## src/rtl/reg_dump_sequencer.sv

```systemverilog
// ---------------------------------------------------------------------------
// reg_dump_sequencer
//
// Purpose:
//   Debug read-out controller for the decode-stage register bank. Once the
//   pipeline is halted and a dump is requested, it drives the bank's debug
//   read port and walks registers 0..N_REGS-1. Each NB_DATA-bit word is sent
//   to the debug UART transmitter as NB_BYTE-bit bytes, MSB first, over a
//   valid/ready handshake.
//
// Ports:
//   i_clock      clock
//   i_reset      synchronous, active-high reset
//   i_start      dump request, only looked at while idle
//   i_halted     pipeline halted; a dump starts only if this is high
//   i_abort      cancels a dump in progress (no done pulse)
//   i_reg_data   register bank debug read data
//   o_br_enable  selects the debug address on bank read port A
//   o_br_addr    register index being read
//   o_tx_data    byte to the transmitter
//   o_tx_valid   o_tx_data is valid
//   i_tx_ready   transmitter accepts the byte this cycle
//   o_busy       dump in progress
//   o_done       one-cycle pulse when a dump completes
//
// Optional feature (macro REG_DUMP_CHECKSUM_EN):
//   When defined, a running XOR of every transmitted data byte is kept and
//   sent as one extra byte after the last register, before the done pulse.
//   When undefined there is no checksum state and no accumulator.
// ---------------------------------------------------------------------------
module reg_dump_sequencer #(
  parameter int NB_DATA = 32,
  parameter int NB_REG  = 5,
  parameter int N_REGS  = 32,
  parameter int NB_BYTE = 8
) (
  input  logic               i_clock,
  input  logic               i_reset,
  input  logic               i_start,
  input  logic               i_halted,
  input  logic               i_abort,
  input  logic [NB_DATA-1:0] i_reg_data,
  output logic               o_br_enable,
  output logic [NB_REG-1:0]  o_br_addr,
  output logic [NB_BYTE-1:0] o_tx_data,
  output logic               o_tx_valid,
  input  logic               i_tx_ready,
  output logic               o_busy,
  output logic               o_done
);

  localparam int NB_BYTES = NB_DATA / NB_BYTE;
  localparam int NB_IDX   = (NB_BYTES > 1) ? $clog2(NB_BYTES) : 1;

  localparam logic [NB_IDX-1:0] LAST_IDX = NB_IDX'(NB_BYTES - 1);
  localparam logic [NB_REG-1:0] LAST_REG = NB_REG'(N_REGS - 1);

`ifdef REG_DUMP_CHECKSUM_EN
  typedef enum logic [2:0] {
    ST_IDLE,
    ST_ADDR,
    ST_CAPTURE,
    ST_SEND,
    ST_CHKSUM,
    ST_DONE
  } state_t;
`else
  typedef enum logic [2:0] {
    ST_IDLE,
    ST_ADDR,
    ST_CAPTURE,
    ST_SEND,
    ST_DONE
  } state_t;
`endif

  state_t               state_q, state_d;
  logic [NB_REG-1:0]    addr_q,  addr_d;
  logic [NB_DATA-1:0]   shift_q, shift_d;
  logic [NB_IDX-1:0]    idx_q,   idx_d;
  logic [NB_BYTE-1:0]   topByte;
`ifdef REG_DUMP_CHECKSUM_EN
  logic [NB_BYTE-1:0]   chk_q,   chk_d;
`endif

  assign topByte = shift_q[NB_DATA-1 -: NB_BYTE];

  // All outputs are decoded from registered state only, so nothing on the
  // transmitter side (i_tx_ready) can reach an output combinationally.
  // The bank port stays selected for the whole dump, including the
  // checksum byte, so it is simply "busy".
  always_comb begin
    o_busy      = 1'b0;
    o_tx_valid  = 1'b0;
    o_tx_data   = '0;
    o_done      = 1'b0;
    case (state_q)
      ST_ADDR, ST_CAPTURE: begin
        o_busy = 1'b1;
      end
      ST_SEND: begin
        o_busy     = 1'b1;
        o_tx_valid = 1'b1;
        o_tx_data  = topByte;
      end
`ifdef REG_DUMP_CHECKSUM_EN
      ST_CHKSUM: begin
        o_busy     = 1'b1;
        o_tx_valid = 1'b1;
        o_tx_data  = chk_q;
      end
`endif
      ST_DONE: begin
        o_done = 1'b1;
      end
      default: begin
        o_busy = 1'b0;
      end
    endcase
  end

  assign o_br_enable = o_busy;
  assign o_br_addr   = addr_q;

  // Next-state logic. The bank read has one cycle of latency, so ADDR only
  // waits and CAPTURE latches the word. In SEND a byte moves only when the
  // transmitter is ready; otherwise everything holds, which keeps o_tx_data
  // stable. Abort is applied last so it overrides a same-cycle transfer.
  always_comb begin
    state_d = state_q;
    addr_d  = addr_q;
    shift_d = shift_q;
    idx_d   = idx_q;
`ifdef REG_DUMP_CHECKSUM_EN
    chk_d   = chk_q;
`endif
    case (state_q)
      ST_IDLE: begin
        addr_d  = '0;
        shift_d = '0;
        idx_d   = '0;
`ifdef REG_DUMP_CHECKSUM_EN
        chk_d   = '0;
`endif
        if (i_start && i_halted) begin
          state_d = ST_ADDR;
        end
      end
      ST_ADDR: begin
        state_d = ST_CAPTURE;
      end
      ST_CAPTURE: begin
        shift_d = i_reg_data;
        idx_d   = '0;
        state_d = ST_SEND;
      end
      ST_SEND: begin
        if (i_tx_ready) begin
          shift_d = shift_q << NB_BYTE;
`ifdef REG_DUMP_CHECKSUM_EN
          chk_d   = chk_q ^ topByte;
`endif
          if (idx_q == LAST_IDX) begin
            idx_d = '0;
            if (addr_q == LAST_REG) begin
`ifdef REG_DUMP_CHECKSUM_EN
              state_d = ST_CHKSUM;
`else
              state_d = ST_DONE;
`endif
            end else begin
              addr_d  = addr_q + NB_REG'(1);
              state_d = ST_ADDR;
            end
          end else begin
            idx_d = idx_q + NB_IDX'(1);
          end
        end
      end
`ifdef REG_DUMP_CHECKSUM_EN
      ST_CHKSUM: begin
        if (i_tx_ready) begin
          state_d = ST_DONE;
        end
      end
`endif
      ST_DONE: begin
        addr_d  = '0;
        state_d = ST_IDLE;
      end
      default: begin
        state_d = ST_IDLE;
      end
    endcase

    if (i_abort && (state_q != ST_IDLE)) begin
      state_d = ST_IDLE;
      addr_d  = '0;
      shift_d = '0;
      idx_d   = '0;
`ifdef REG_DUMP_CHECKSUM_EN
      chk_d   = '0;
`endif
    end
  end

  // State and datapath registers with synchronous reset.
  always_ff @(posedge i_clock) begin
    if (i_reset) begin
      state_q <= ST_IDLE;
      addr_q  <= '0;
      shift_q <= '0;
      idx_q   <= '0;
`ifdef REG_DUMP_CHECKSUM_EN
      chk_q   <= '0;
`endif
    end else begin
      state_q <= state_d;
      addr_q  <= addr_d;
      shift_q <= shift_d;
      idx_q   <= idx_d;
`ifdef REG_DUMP_CHECKSUM_EN
      chk_q   <= chk_d;
`endif
    end
  end

endmodule
```

## config.mk

```make
export PLATFORM = sky130hd
export DESIGN_NAME = reg_dump_sequencer
export DESIGN_NICKNAME = d
export VERILOG_FILES = /design/src/rtl/reg_dump_sequencer.sv
export SDC_FILE = /design/constraint.sdc
export NUM_CORES = 1
export LEC_CHECK = 0
export CAP_MARGIN = 20
export CORE_MARGIN = 10
export CORE_UTILIZATION = 40
export DETAILED_ROUTE_END_ITERATION = 8
export PLACE_DENSITY = 0.72
export SLEW_MARGIN = 40
export SYNTH_ARGS = -nofsm -noshare
export SYNTH_HDL_FRONTEND = slang
export SYNTH_SLANG_ARGS = --single-unit
```

## constraint.sdc

```tcl
create_clock -name i_clock -period 2.45 [get_ports i_clock]
set_input_delay 0.49 -clock i_clock [delete_from_list [all_inputs] [get_ports i_clock]]
set_output_delay 0.49 -clock i_clock [all_outputs]
set_load 0.05 [all_outputs]
```

== Word level (Yosys, flattened, before mapping) ==
Cells that the tools add are included.
W data, S select, Z words.

* Bits in registers: 42
* Latch bits: 0
* RAM bits: 0
* Memory bits (read-only): 0
* Input port bits: 38
* Output and inout port bits: 17
* Logic and storage cells: 49
* Memories: 0

* $add $sub $neg: 2
* Multipliers: 0
* Div/mod/pow operators: 0
* $lt $le $gt $ge: 0
* Equal/unequal tests: 10
* Shift operators: 0
* Mux-type cells: 18
* Bitwise logic cells: 0
* Reductions and logical operators: 15

{| class="wikitable"
|+ Operator list
! kind !! number
|-
| $pmux W32 S3 || 1
|-
| $mux W32 || 1
|-
| $mux W5 || 3
|-
| $mux W3 || 4
|-
| $pmux W3 S4 || 1
|-
| $pmux W5 S2 || 1
|-
| $mux W8 || 1
|-
| $ne A2 B2 Y1 const B || 4
|-
| $eq A3 B2 Y1 const B || 2
|-
| $reduce_bool A3 Y1 || 2
|-
| $reduce_or A2 Y1 || 3
|-
| $add A5 B1 Y5 const B || 1
|-
| $eq A5 B5 Y1 const B || 1
|-
| $mux W2 || 2
|-
| $pmux W2 S2 || 1
|-
| $reduce_and A2 Y1 || 2
|-
| $reduce_and A4 Y1 || 1
|-
| $reduce_bool A2 Y1 || 2
|-
| $eq A3 B1 Y1 const B || 1
|-
| $eq A3 B3 Y1 const B || 1
|-
| $logic_not A3 Y1 || 1
|-
| $mux W1 || 3
|-
| $reduce_and A3 Y1 || 1
|-
| $reduce_or A3 Y1 || 1
|-
| other kinds (3) || 4
|}

== Longest topological paths before layout ==
Gate-level depths: netlist (run 1).

* Word-level depth: 5
* Mapped depth: 7
* Mapped depth without buffers: 6

== Least setup slack after synthesis (run 1) ==
No wires, ideal clock.

* Kind: register to output
* Start: register state_q[2]
* End: output o_busy
* Arrival: 1819 ps
* Data required time: 1960 ps
* Path slack: 141 ps
* Cell stages (with the launch flop): 6
* Buffers on the path: 4
* Cell sequence: dfxtp_1 > buf_6 > clkbuf_1 > clkbuf_1 > nor2_1 > buf_4

* Word-level cells in the longest chain between the ends: 3
* Elaborated cells between the ends (all ways): 5
* Those cells by class: 3 x eq/ne; 1 x mux; 1 x reduce/logical

{| class="wikitable"
|+ RTL lines
! item !! RTL line !! text
|-
| from (decl) || 77 || <nowiki>state_t state_q, state_d;</nowiki>
|-
| from (signal assigned) || 218 || <nowiki>state_q <= state_d;</nowiki>
|-
| $eq A3 B2 Y1 / $eq A3 B1 Y1 (equally long branches) || 97 || <nowiki>case (state_q)</nowiki>
|-
| $reduce_or A3 Y1 (no line) * || n/a ||
|-
| $mux W1 * || 97 ||
|-
| to (decl) || 48 || <nowiki>output logic o_busy,</nowiki>
|}

Every way passes the cells marked *; elsewhere a longest branch is shown, timed or not.

== Worst setup path after layout (run 1) ==
* Start: register state_q[0]
* End: output o_tx_data[4]

* Word-level cells in the longest chain between the ends: 2

{| class="wikitable"
|+ RTL lines
! item !! RTL line !! text
|-
| $eq A3 B2 Y1 || 97 ||
|-
| $mux W8 || 97 ||
|-
| to (decl) || 45 || <nowiki>output logic [NB_BYTE-1:0] o_tx_data,</nowiki>
|}

Every way passes these cells.

==> key figures, run 1 <==
Run status
  • Outcome: complete, no violations

Yosys
  • Flip-flop and latch count after synthesis: 42
  • Number of distinct library cell variants in the gate-level netlist after synthesis: 32
  • Number of flops mapped to enable cells by yosys: 0
  • Netlist area before placement: 2051 sq um
  • FFs w/ async S/R, synth: 0
  • Biggest area contributors in the synthesized netlist: dfxtp_1 (41%), a21oi_1 (15%), o221a_2 (13%)
  • Number of instances in the synthesized netlist: 246
  • Library cell with the largest summed area after synthesis: dfxtp_1
  • Post-synthesis net count: 287
  • Synth Flop Type: dfxtp_1
  • Count of synthesis-stage warnings from yosys: 0
  • Sequential fraction of the synthesis area: 0.4100
  • Area fraction of the dominant cell type after synthesis: 0.4100
  • Mean instance size in the synthesized netlist: 8.336 sq um

Route
  • Detail-routed via count per cell: 5.311
  • Number of search-and-repair iterations in the first detailed-routing pass: 5
  • Total wirelength of the detailed-routed design: 5366 um
  • Number of nets with antenna violations after detailed routing: 0
  • Initial detailed-routing violation count: 140
  • Routed WL per cell: 14.78 um
  • Number of remaining DRC errors: 0
  • Via count: 1,928

Timing
  • Peak Freq: 488.3 MHz
  • Max-slew violation count: 0
  • Clock Skews: 0.009582 ns
  • Slew at the pin closest to its max-slew limit: 0.5040 ns
  • TNS Setup: 0 ns
  • Minimum clock period: 2.048 ns
  • Unrepaired setup endpoints after global routing: false
  • Final setup violating endpoints: 0
  • Slew Limit Headroom: 0.6630
  • Part of the cycle the worst path needs: 0.8358
  • Final hold violation count: 0

Critical path
  • Worst-path fanout max: 10
  • Worst path arrival time: 1.56 ns
  • Worst setup SP type: flip-flop
  • Setup slack of the worst register-to-register path: 0.48 ns
  • Crit path max-delay family: simple AND/OR/NAND/NOR gates
  • Cells on worst reg2reg path: 6
  • Nature of the critical path endpoint: output port
  • Worst reg2reg endpoint: o_br_addr[3]
  • CP max-delay cell: dfxtp_1
  • Critical Path Max Stage Delay: 0.51 ns
  • Series of cell instances along the critical path: and3b_1 > and2_1 > buf_12
  • Number of logic stages on the critical path including buffering: 3
  • Sum of buffers and inverters on the critical path: 1
  • Data required time of the worst path: 1.96 ns
  • Critical path class: flip-flop to output port
  • Worst reg2reg path startpoint: o_br_addr[0]

Clock network
  • Clock sink count: 42
  • Post-cts repair resize count: 0
  • Number of buffers inserted for hold repair after clock tree synthesis: 0
  • Clock Root Buffer: clkbuf_8
  • Clock tree from TritonCTS: done
  • Post-CTS clock slew at the launch and capture registers of the worst setup and hold paths: 0.08 ns
  • Number of CTS-inserted buffers: 5
  • H-tree lvl count: 2
  • Clock buffer depth: 2
  • Setup Fix Bufs, Post-CTS: 0
  • Skew-Pair Late Insertion Delay: 0.29 ns

Power
  • Pwr per Cell Area: 542.5 nW/um^2
  • Static leakage: 0.001066 uW
  • Worst vdd rail ir drop: 0.2551 mV

Hold path
  • Hold/Removal Path Class: flip-flop to flip-flop
  • Hold path startpoint: shift_q[3]
  • Hold EP: shift_q[3]
  • Min-Delay Path Depth: 2

Die
  • Count of standard-cell rows: 26
  • Starting density of the core: 0.4067
  • Overall die width: 91.60 um
  • Placeable Area: 5042 sq um
  • Number of ports placed on the die boundary: 55
  • Die outline height: 91.60 um
  • Die footprint: 8391 sq um

Global route
  • Aggregate global routing overflow: 0
  • Maximum number of pins on one net before global-route repair: 37
  • Initial antenna violation count: 0
  • Global-route wire length before repair: 8852 um
  • Global Route Usage Sum: 0.1238
  • Number of global-route vias before repair: 1,876

Cells and area
  • Post-Layout Inst Area: 2895 sq um
  • Number of antenna repair diodes: 0
  • Fraction of final layout cells sized beyond drive strength 1: 0.1877
  • Area growth from synthesis to final layout: 41.18%
  • Layout filler cell count: 447
  • NumNets Final: 333

Place
  • # port buffers: 54
  • DP HPWL: 3919 um
  • Area of placed instances: 2753 sq um
  • GPL Wtd Cong: 0.8472

Job
  • Reported max-cap violation count: 0
flip-flops by register name, summed over array words and instances (netlist names):
signal / cells
idx_q: 2
o_br_addr: 5
shift_q: 32
state_q: 3
where the power goes:
part | switching [uW] | leakage (uW) | total (uW) | internal, uW
clock network | 238 | 0.0000714 | 673 | 435
logic | 81.2 | 0.000655 | 185 | 103
registers | 11.9 | 0.000340 | 713 | 701
stage by stage:
step                      total power (uW)  setup WS (ns)  hold WS [ns]  cells    util
after floorplan                      821.1         0.1405        0.4496    246       -
after global placement               909.8         0.4044        0.4662    355  0.5459
after detailed placement             912.3         0.3760        0.4748    355  0.5459
after CTS                             1581         0.3849        0.4848    363  0.5742
after global routing                  1625         0.2594        0.5058    363  0.5742
final                                 1571         0.4022        0.4830    363  0.5742
worst min-delay path: stages (launching register included):
cell,delay (ns)
dfxtp_1,0.31
o21ai_0,0.07
a21oi_1,0.06
layer usage:
layer,vias to the layer above,track usage,wire length [um]
met4,0,0.03525,28
met3,5,0.02798,292
li1,978,-,-
met2,64,0.2103,2519
met1,881,0.1520,2526
met5,-,0,0
layout by cell type (no fill, tap or decap), drive strengths merged, types with 6 or more instances in the layout:
cell	n
o221a	24
inv	25
and2	9
nor2	6
dfxtp	42
clkdlybuf4s50	42
a21oi	63
nand2	9
clkbuf	6
o21ai	13
buf	22
Yosys cell counts, types with 6 or more instances:
cell	count
buf_2	6
nand2_1	9
and2_1	9
dfxtp_1	42
clkbuf_1	13
nor2_1	6
inv_1	25
a21oi_1	63
o221a_2	24
o21ai_0	13
area by class of cell:
| type | instances | area, sq um | area share |
|---|---|---|---|
| multi-input combinational | 154 | 994.7 | 0.3436 |
| clock buffer | 6 | 82.58 | 0.02852 |
| inverter | 25 | 93.84 | 0.03241 |
| tap | 70 | 87.58 | 0.03025 |
| timing repair buffer | 64 | 735.7 | 0.2541 |
| clock inverter | 2 | 60.06 | 0.02074 |
| sequential | 42 | 840.8 | 0.2904 |
worst max path at each step:
stage | startpoint | endpoint | slack [ns]
after floorplan | state_q[2] | o_busy | 0.14
after global placement | i_tx_ready | o_br_addr[3] | 0.40
after detailed placement | i_tx_ready | o_br_addr[3] | 0.38
after CTS | state_q[0] | o_tx_data[4] | 0.38
after global routing | state_q[0] | o_tx_data[0] | 0.26
final | state_q[0] | o_tx_data[4] | 0.40
cells by family after synthesis:
group / Yosys count / synth area share
adder cells (fa/ha/maj): 3 / 0.01831
flip-flops: 42 / 0.4100
AO/OA/AOI/OAI: 105 / 0.3362
AND/OR/NAND/NOR: 46 / 0.1306
buffers and inverters: 50 / 0.1049
No activity file was read; power rests on OpenSTA's default activity.
==> run 2, diff against run 1 <==
--- a/config.mk
+++ b/config.mk
@@ -9,7 +9,7 @@
 export CORE_MARGIN = 10
 export CORE_UTILIZATION = 40
 export DETAILED_ROUTE_END_ITERATION = 8
-export PLACE_DENSITY = 0.72
+export PLACE_DENSITY = 0.75
 export SLEW_MARGIN = 40
 export SYNTH_ARGS = -nofsm -noshare
 export SYNTH_HDL_FRONTEND = slang
==> constraint.sdc (replaced) <==
create_clock -name i_clock -period 1.7 [get_ports i_clock]
set_input_delay 0.34 -clock i_clock [delete_from_list [all_inputs] [get_ports i_clock]]
set_output_delay 0.34 -clock i_clock [all_outputs]
set_load 0.05 [all_outputs]
==> run 2 against run 1 <==
The flow now finishes with violations (setup timing). Sequential power is 43% higher. Cell count grew 2.8%. First-iteration DRC count grew 10%. Global-route usage increased by 0.67 points. Register-to-register slack lost 0.48 ns. Setup slack worse by 0.41 ns. Routed wire length rose by 4.8%. Die area stayed put. Clock power increased by 15%. Clock skew down 0.0038 ns. Non-clock buffer count increased by 10. Count of clock-buffer cells in the layout down 1. Critical endpoint is now o_br_addr[2]. Highest routed layer unchanged.
==> key figures, run 2 (synthesis results as in run 1) <==
Critical path
  • Setup slack of the worst register-to-register path: -0.003 ns
  • Worst-path fanout max: 7
  • Worst setup path startpoint: o_br_addr[1]
  • Endpoint of the most critical setup path: o_br_addr[2]
  • Data required time of the worst path: 1.93 ns
  • Critical path class: flip-flop to flip-flop
  • Nature of the critical path endpoint: flip-flop
  • Worst setup SP type: flip-flop
  • Worst reg2reg path startpoint: o_br_addr[1]
  • Cells on worst reg2reg path: 6
  • Worst path arrival time: 1.94 ns
  • Worst reg2reg endpoint: o_br_addr[2]

Global route
  • Number of global-route vias before repair: 1,928
  • Global-route wire length before repair: 9149 um
  • Maximum number of pins on one net before global-route repair: 34
  • Global Route Usage Sum: 0.1305
  • Aggregate global routing overflow: 0
  • Initial antenna violation count: 0

Run status
  • Outcome: finished, violations left
  • Failing checks: setup timing

Timing
  • Minimum clock period: 1.703 ns
  • Part of the cycle the worst path needs: 1.002
  • Slew Limit Headroom: 0.6608
  • Slew at the pin closest to its max-slew limit: 0.5087 ns
  • Peak Freq: 587.3 MHz
  • Max-slew violation count: 0
  • Tightest hold margin: 0.4778 ns
  • Final hold violation count: 0
  • Clock Skews: 0.005789 ns
  • Unrepaired setup endpoints after global routing: true
  • Final setup violating endpoints: 1
  • Worst setup margin: -0.002832 ns

Route
  • Number of nets with antenna violations after detailed routing: 0
  • Detail-routed via count per cell: 5.300
  • Routed WL per cell: 15.08 um
  • Number of remaining DRC errors: 0
  • Total wirelength of the detailed-routed design: 5626 um
  • Via count: 1,977
  • Initial detailed-routing violation count: 154
  • Number of search-and-repair iterations in the first detailed-routing pass: 4

Die
  • Starting density of the core: 0.4067
  • Die footprint: 8391 sq um
  • Overall die width: 91.60 um
  • Placeable Area: 5042 sq um
  • Die outline height: 91.60 um
  • Count of standard-cell rows: 26
  • Number of ports placed on the die boundary: 55

Power
  • Overall power consumption: 2089 uW
  • Static leakage: 0.001120 uW
  • Worst vdd rail ir drop: 0.4940 mV
  • Pwr per Cell Area: 698.3 nW/um^2

Cells and area
  • Commonest non-fill, non-tap cell in the layout: a21oi_1
  • Final Instance Count excl. Fillers: 373
  • Area growth from synthesis to final layout: 45.88%
  • NumNets Final: 343
  • Final standard cell utilization of the core: 0.5933
  • Number of antenna repair diodes: 0
  • Area of the multi-input gates: 1069 sq um
  • Largest register by flop count: shift_q
  • Fraction of final layout cells sized beyond drive strength 1: 0.3003
  • Post-Layout Inst Area: 2992 sq um
  • Layout filler cell count: 436
  • Area taken by flip-flops and latches: 848.3 sq um
  • Top library cells by usage in the layout, fill and taps aside: a21oi_1 (62), dfxtp_1 (40), clkdlybuf4s50_1 (37), inv_1 (25), o221a_2 (24)
  • Number of flip-flops in the largest register: 32

Clock network
  • Number of CTS-inserted buffers: 5
  • Clock Root Buffer: clkbuf_8
  • Clock sink count: 42
  • Clock tree from TritonCTS: done
  • Post-CTS clock slew at the launch and capture registers of the worst setup and hold paths: 0.08 ns
  • Skew-Pair Late Insertion Delay: 0.30 ns
  • Clock buffer depth: 2
  • Number of buffers inserted for hold repair after clock tree synthesis: 0
  • H-tree lvl count: 2

Place
  • Number of placed cells counting well taps: 363
  • # port buffers: 54
  • GPL Wtd Cong: 0.8317
  • Area of placed instances: 2794 sq um
  • DP HPWL: 3927 um

Hold path
  • Min-Delay Path Depth: 2
  • Hold/Removal Path Class: flip-flop to flip-flop

Job
  • Reported max-cap violation count: 0
-- run 2: cell types whose count changed in the layout (fill, tap and decap cells not counted), moves of 4 or more --
cell             previous run  this run
buf_4                      10        23
buf_6                       0         5
and2_2                      0         9
and2_1                      9         0
clkdlybuf4s50_1            42        37
buf_12                     12         8
-- run 2: timing repair --
item / 4_1_cts / 5_1_grt
cloned: 0 / 1
buffers inserted: 1 / 0
pin swaps: 1 / 1
endpoints found under the setup margin: 13 / 12
resized for setup: 7 / 8
-- run 2: power by group --
group / leakage [uW] / switching (uW) / internal [uW] / total (uW)
Sequential: 0.000342 / 14.3 / 1010 / 1020
Combinational: 0.000720 / 127 / 164 / 290
Clock: 0.0000579 / 345 / 432 / 777
Total: 0.00112 / 486 / 1600 / 2090
-- run 2: cell type report --
cell class | instances | share of cell area
Multi-Input combinational cell | 154 | 0.3572
Sequential cell | 42 | 0.2836
Timing Repair Buffer | 74 | 0.2622
Inverter | 25 | 0.03137
Tap cell | 70 | 0.02928
Clock buffer | 5 | 0.02300
Clock inverter | 3 | 0.01338
-- run 2: worst min-delay path by stage --
stage | startpoint | endpoint | slack (ns)
final | shift_q[7] | shift_q[7] | 0.48
after floorplan | shift_q[0] | shift_q[0] | 0.45
after global placement | shift_q[5] | shift_q[5] | 0.46
after detailed placement | shift_q[7] | shift_q[7] | 0.47
after CTS | shift_q[7] | shift_q[7] | 0.48
after global routing | shift_q[7] | shift_q[7] | 0.51
-- run 2: per-stage QoR --
| step | setup slack, ns | TNS (ns) |
|---|---|---|
| 2_1_floorplan | -0.08591 | -0.1976 |
| 3_3_place_gp | -0.1270 | -2.723 |
| 3_5_place_dp | -0.1684 | -3.739 |
| 4_1_cts | -0.006867 | -0.006867 |
| 5_1_grt | -0.04898 | -0.1260 |
| 6_report | -0.002832 | -0.002832 |
-- run 2: routing by layer --
metal  GRT usage  up-vias  part of all wire
li1            -      997                 -
met1      0.1619      906              0.46
met2      0.2068       69              0.47
met3     0.04856        5             0.064
met4     0.03525        0            0.0052
met5           0        -                 0
-- run 2: critical path, cell delays in order (launching register included) --
cell and delay, ns:
dfxtp_4 0.37, ha_4 0.16, and3_4 0.18, ha_4 0.15, or2_4 0.25, or4_4 0.42, a21oi_2 0.12
==> run 3, diff against run 2 <==
--- a/config.mk
+++ b/config.mk
@@ -9,7 +9,10 @@
 export CORE_MARGIN = 10
 export CORE_UTILIZATION = 40
 export DETAILED_ROUTE_END_ITERATION = 8
+export HOLD_SLACK_MARGIN = 0.12
 export PLACE_DENSITY = 0.75
+export REMOVE_ABC_BUFFERS = 1
+export SKIP_CTS_REPAIR_TIMING = 1
 export SLEW_MARGIN = 40
 export SYNTH_ARGS = -nofsm -noshare
 export SYNTH_HDL_FRONTEND = slang
==> run 3 against run 2 <==
The flow now finishes without violations. Routed wire length fell by 2.2%. Critical path depth unchanged. Highest routed layer unchanged. Cell area grew 1.8%. Core utilization rose by 1.0 points. Cell count rose by 0.54%. First-iteration DRC count decreased by 12%. Count of clock-buffer cells in the layout unchanged. Hold slack lost 0.0025 ns. Clock power shrank 18%.
==> key figures, run 3 (synthesis results as in run 1) <==
Cells and area
  • Largest register by flop count: shift_q
  • Top library cells by usage in the layout, fill and taps aside: a21oi_1 (62), dfxtp_1 (39), clkdlybuf4s50_1 (37), inv_1 (25), o221a_2 (24)
  • Number of antenna repair diodes: 0
  • Commonest non-fill, non-tap cell in the layout: a21oi_1
  • Layout filler cell count: 412
  • NumNets Final: 345
  • Area growth from synthesis to final layout: 48.44%
  • Number of flip-flops in the largest register: 32
  • Final standard cell utilization of the core: 0.6037
  • Post-Layout Inst Area: 3044 sq um
  • Fraction of final layout cells sized beyond drive strength 1: 0.2820

Timing
  • Slew Limit Headroom: 0.6436
  • Minimum clock period: 1.694 ns
  • Clock Skews: 0.007611 ns
  • Part of the cycle the worst path needs: 0.9964
  • Tightest hold margin: 0.4753 ns
  • Final setup violating endpoints: 0
  • Max-slew violation count: 0
  • TNS Setup: 0 ns
  • Final hold violation count: 0
  • Slew at the pin closest to its max-slew limit: 0.5323 ns
  • Unrepaired setup endpoints after global routing: true
  • Peak Freq: 590.3 MHz

Route
  • Via count: 1,962
  • Routed WL per cell: 14.67 um
  • Number of search-and-repair iterations in the first detailed-routing pass: 4
  • Initial detailed-routing violation count: 135
  • Number of nets with antenna violations after detailed routing: 0
  • Detail-routed via count per cell: 5.232
  • Total wirelength of the detailed-routed design: 5500 um
  • Number of remaining DRC errors: 0

Clock network
  • Clock tree from TritonCTS: done
  • H-tree lvl count: 2
  • Clock sink count: 42
  • Post-CTS clock slew at the launch and capture registers of the worst setup and hold paths: 0.08 ns
  • Clock Root Buffer: clkbuf_8
  • Skew-Pair Late Insertion Delay: 0.29 ns
  • Number of CTS-inserted buffers: 5
  • Clock buffer depth: 2

Power
  • Worst vdd rail ir drop: 0.3082 mV
  • Pwr per Cell Area: 643.3 nW/um^2
  • Static leakage: 0.001128 uW
  • Overall power consumption: 1958 uW

Critical path
  • Nature of the critical path endpoint: flip-flop
  • Worst path arrival time: 1.92 ns
  • Critical path class: flip-flop to flip-flop
  • Data required time of the worst path: 1.92 ns
  • Worst-path fanout max: 5
  • Worst setup SP type: flip-flop

Global route
  • Initial antenna violation count: 0
  • Global Route Usage Sum: 0.1260
  • Maximum number of pins on one net before global-route repair: 46
  • Aggregate global routing overflow: 0
  • Number of global-route vias before repair: 1,943
  • Global-route wire length before repair: 9066 um

Die
  • Placeable Area: 5042 sq um
  • Count of standard-cell rows: 26
  • Overall die width: 91.60 um
  • Die outline height: 91.60 um
  • Number of ports placed on the die boundary: 55
  • Die footprint: 8391 sq um
  • Starting density of the core: 0.4067

Run status
  • Outcome: complete, no violations

Place
  • Area of placed instances: 2860 sq um
  • DP HPWL: 3877 um
  • # port buffers: 54
  • GPL Wtd Cong: 0.7843

Job
  • Reported max-cap violation count: 0

Hold path
  • Hold/Removal Path Class: flip-flop to flip-flop
-- run 3: cell count changes in the layout (fill, tap and decap cells not counted), sizes merged --
cell      change
clkinvlp      +1
buf           +3
clkbuf        -1
bufinv        -1
-- run 3: through the flow --
stage | worst slack, ns | std cells
2_1_floorplan | -0.8502 | 221
3_5_place_dp | -0.1826 | 364
3_3_place_gp | -0.1026 | 364
4_1_cts | -0.1591 | 372
6_report | 0.006039 | 375
5_1_grt | -0.03458 | 375
-- run 3: final cells by class --
cell class	count	area (sq um)	share of cell area
Clock buffer	5	68.82	0.02261
Clock inverter	3	21.27	0.006987
Inverter	25	93.84	0.03083
Multi-Input combinational cell	154	1049	0.3444
Sequential cell	42	844.6	0.2774
Tap cell	70	87.58	0.02877
Timing Repair Buffer	76	879.6	0.2889
-- run 3: power by group --
part	internal (uW)	switching, uW	leakage [uW]
logic	169	127	0.000742
clock network	289	351	0.0000441
registers	1010	13.0	0.000342
total	1470	490	0.00113
-- run 3: final timing paths --
kind                                   start            to  slack [ns]  cells after the start
worst max-delay path            o_br_addr[0]  o_br_addr[2]       0.006                      6
worst min-delay path              shift_q[3]    shift_q[3]        0.48                      2
worst max register to register  o_br_addr[0]  o_br_addr[2]       0.006                      6
worst min register to register    shift_q[3]    shift_q[3]        0.48                      2
-- run 3: worst max-delay path, stage by stage, from the launching register on --
cell	delay, ns
dfxtp_2	0.34
ha_4	0.16
and3_4	0.18
ha_4	0.15
or2_4	0.26
or4_1	0.41
a21oi_1	0.13
-- run 3: metal layers --
layer / vias up / wire [um] / GRT usage
li1: 997 / - / -
met5: - / 0 / 0
met1: 905 / 2473 / 0.1543
met4: 0 / 77 / 0.05222
met3: 8 / 228 / 0.02387
met2: 52 / 2719 / 0.2103
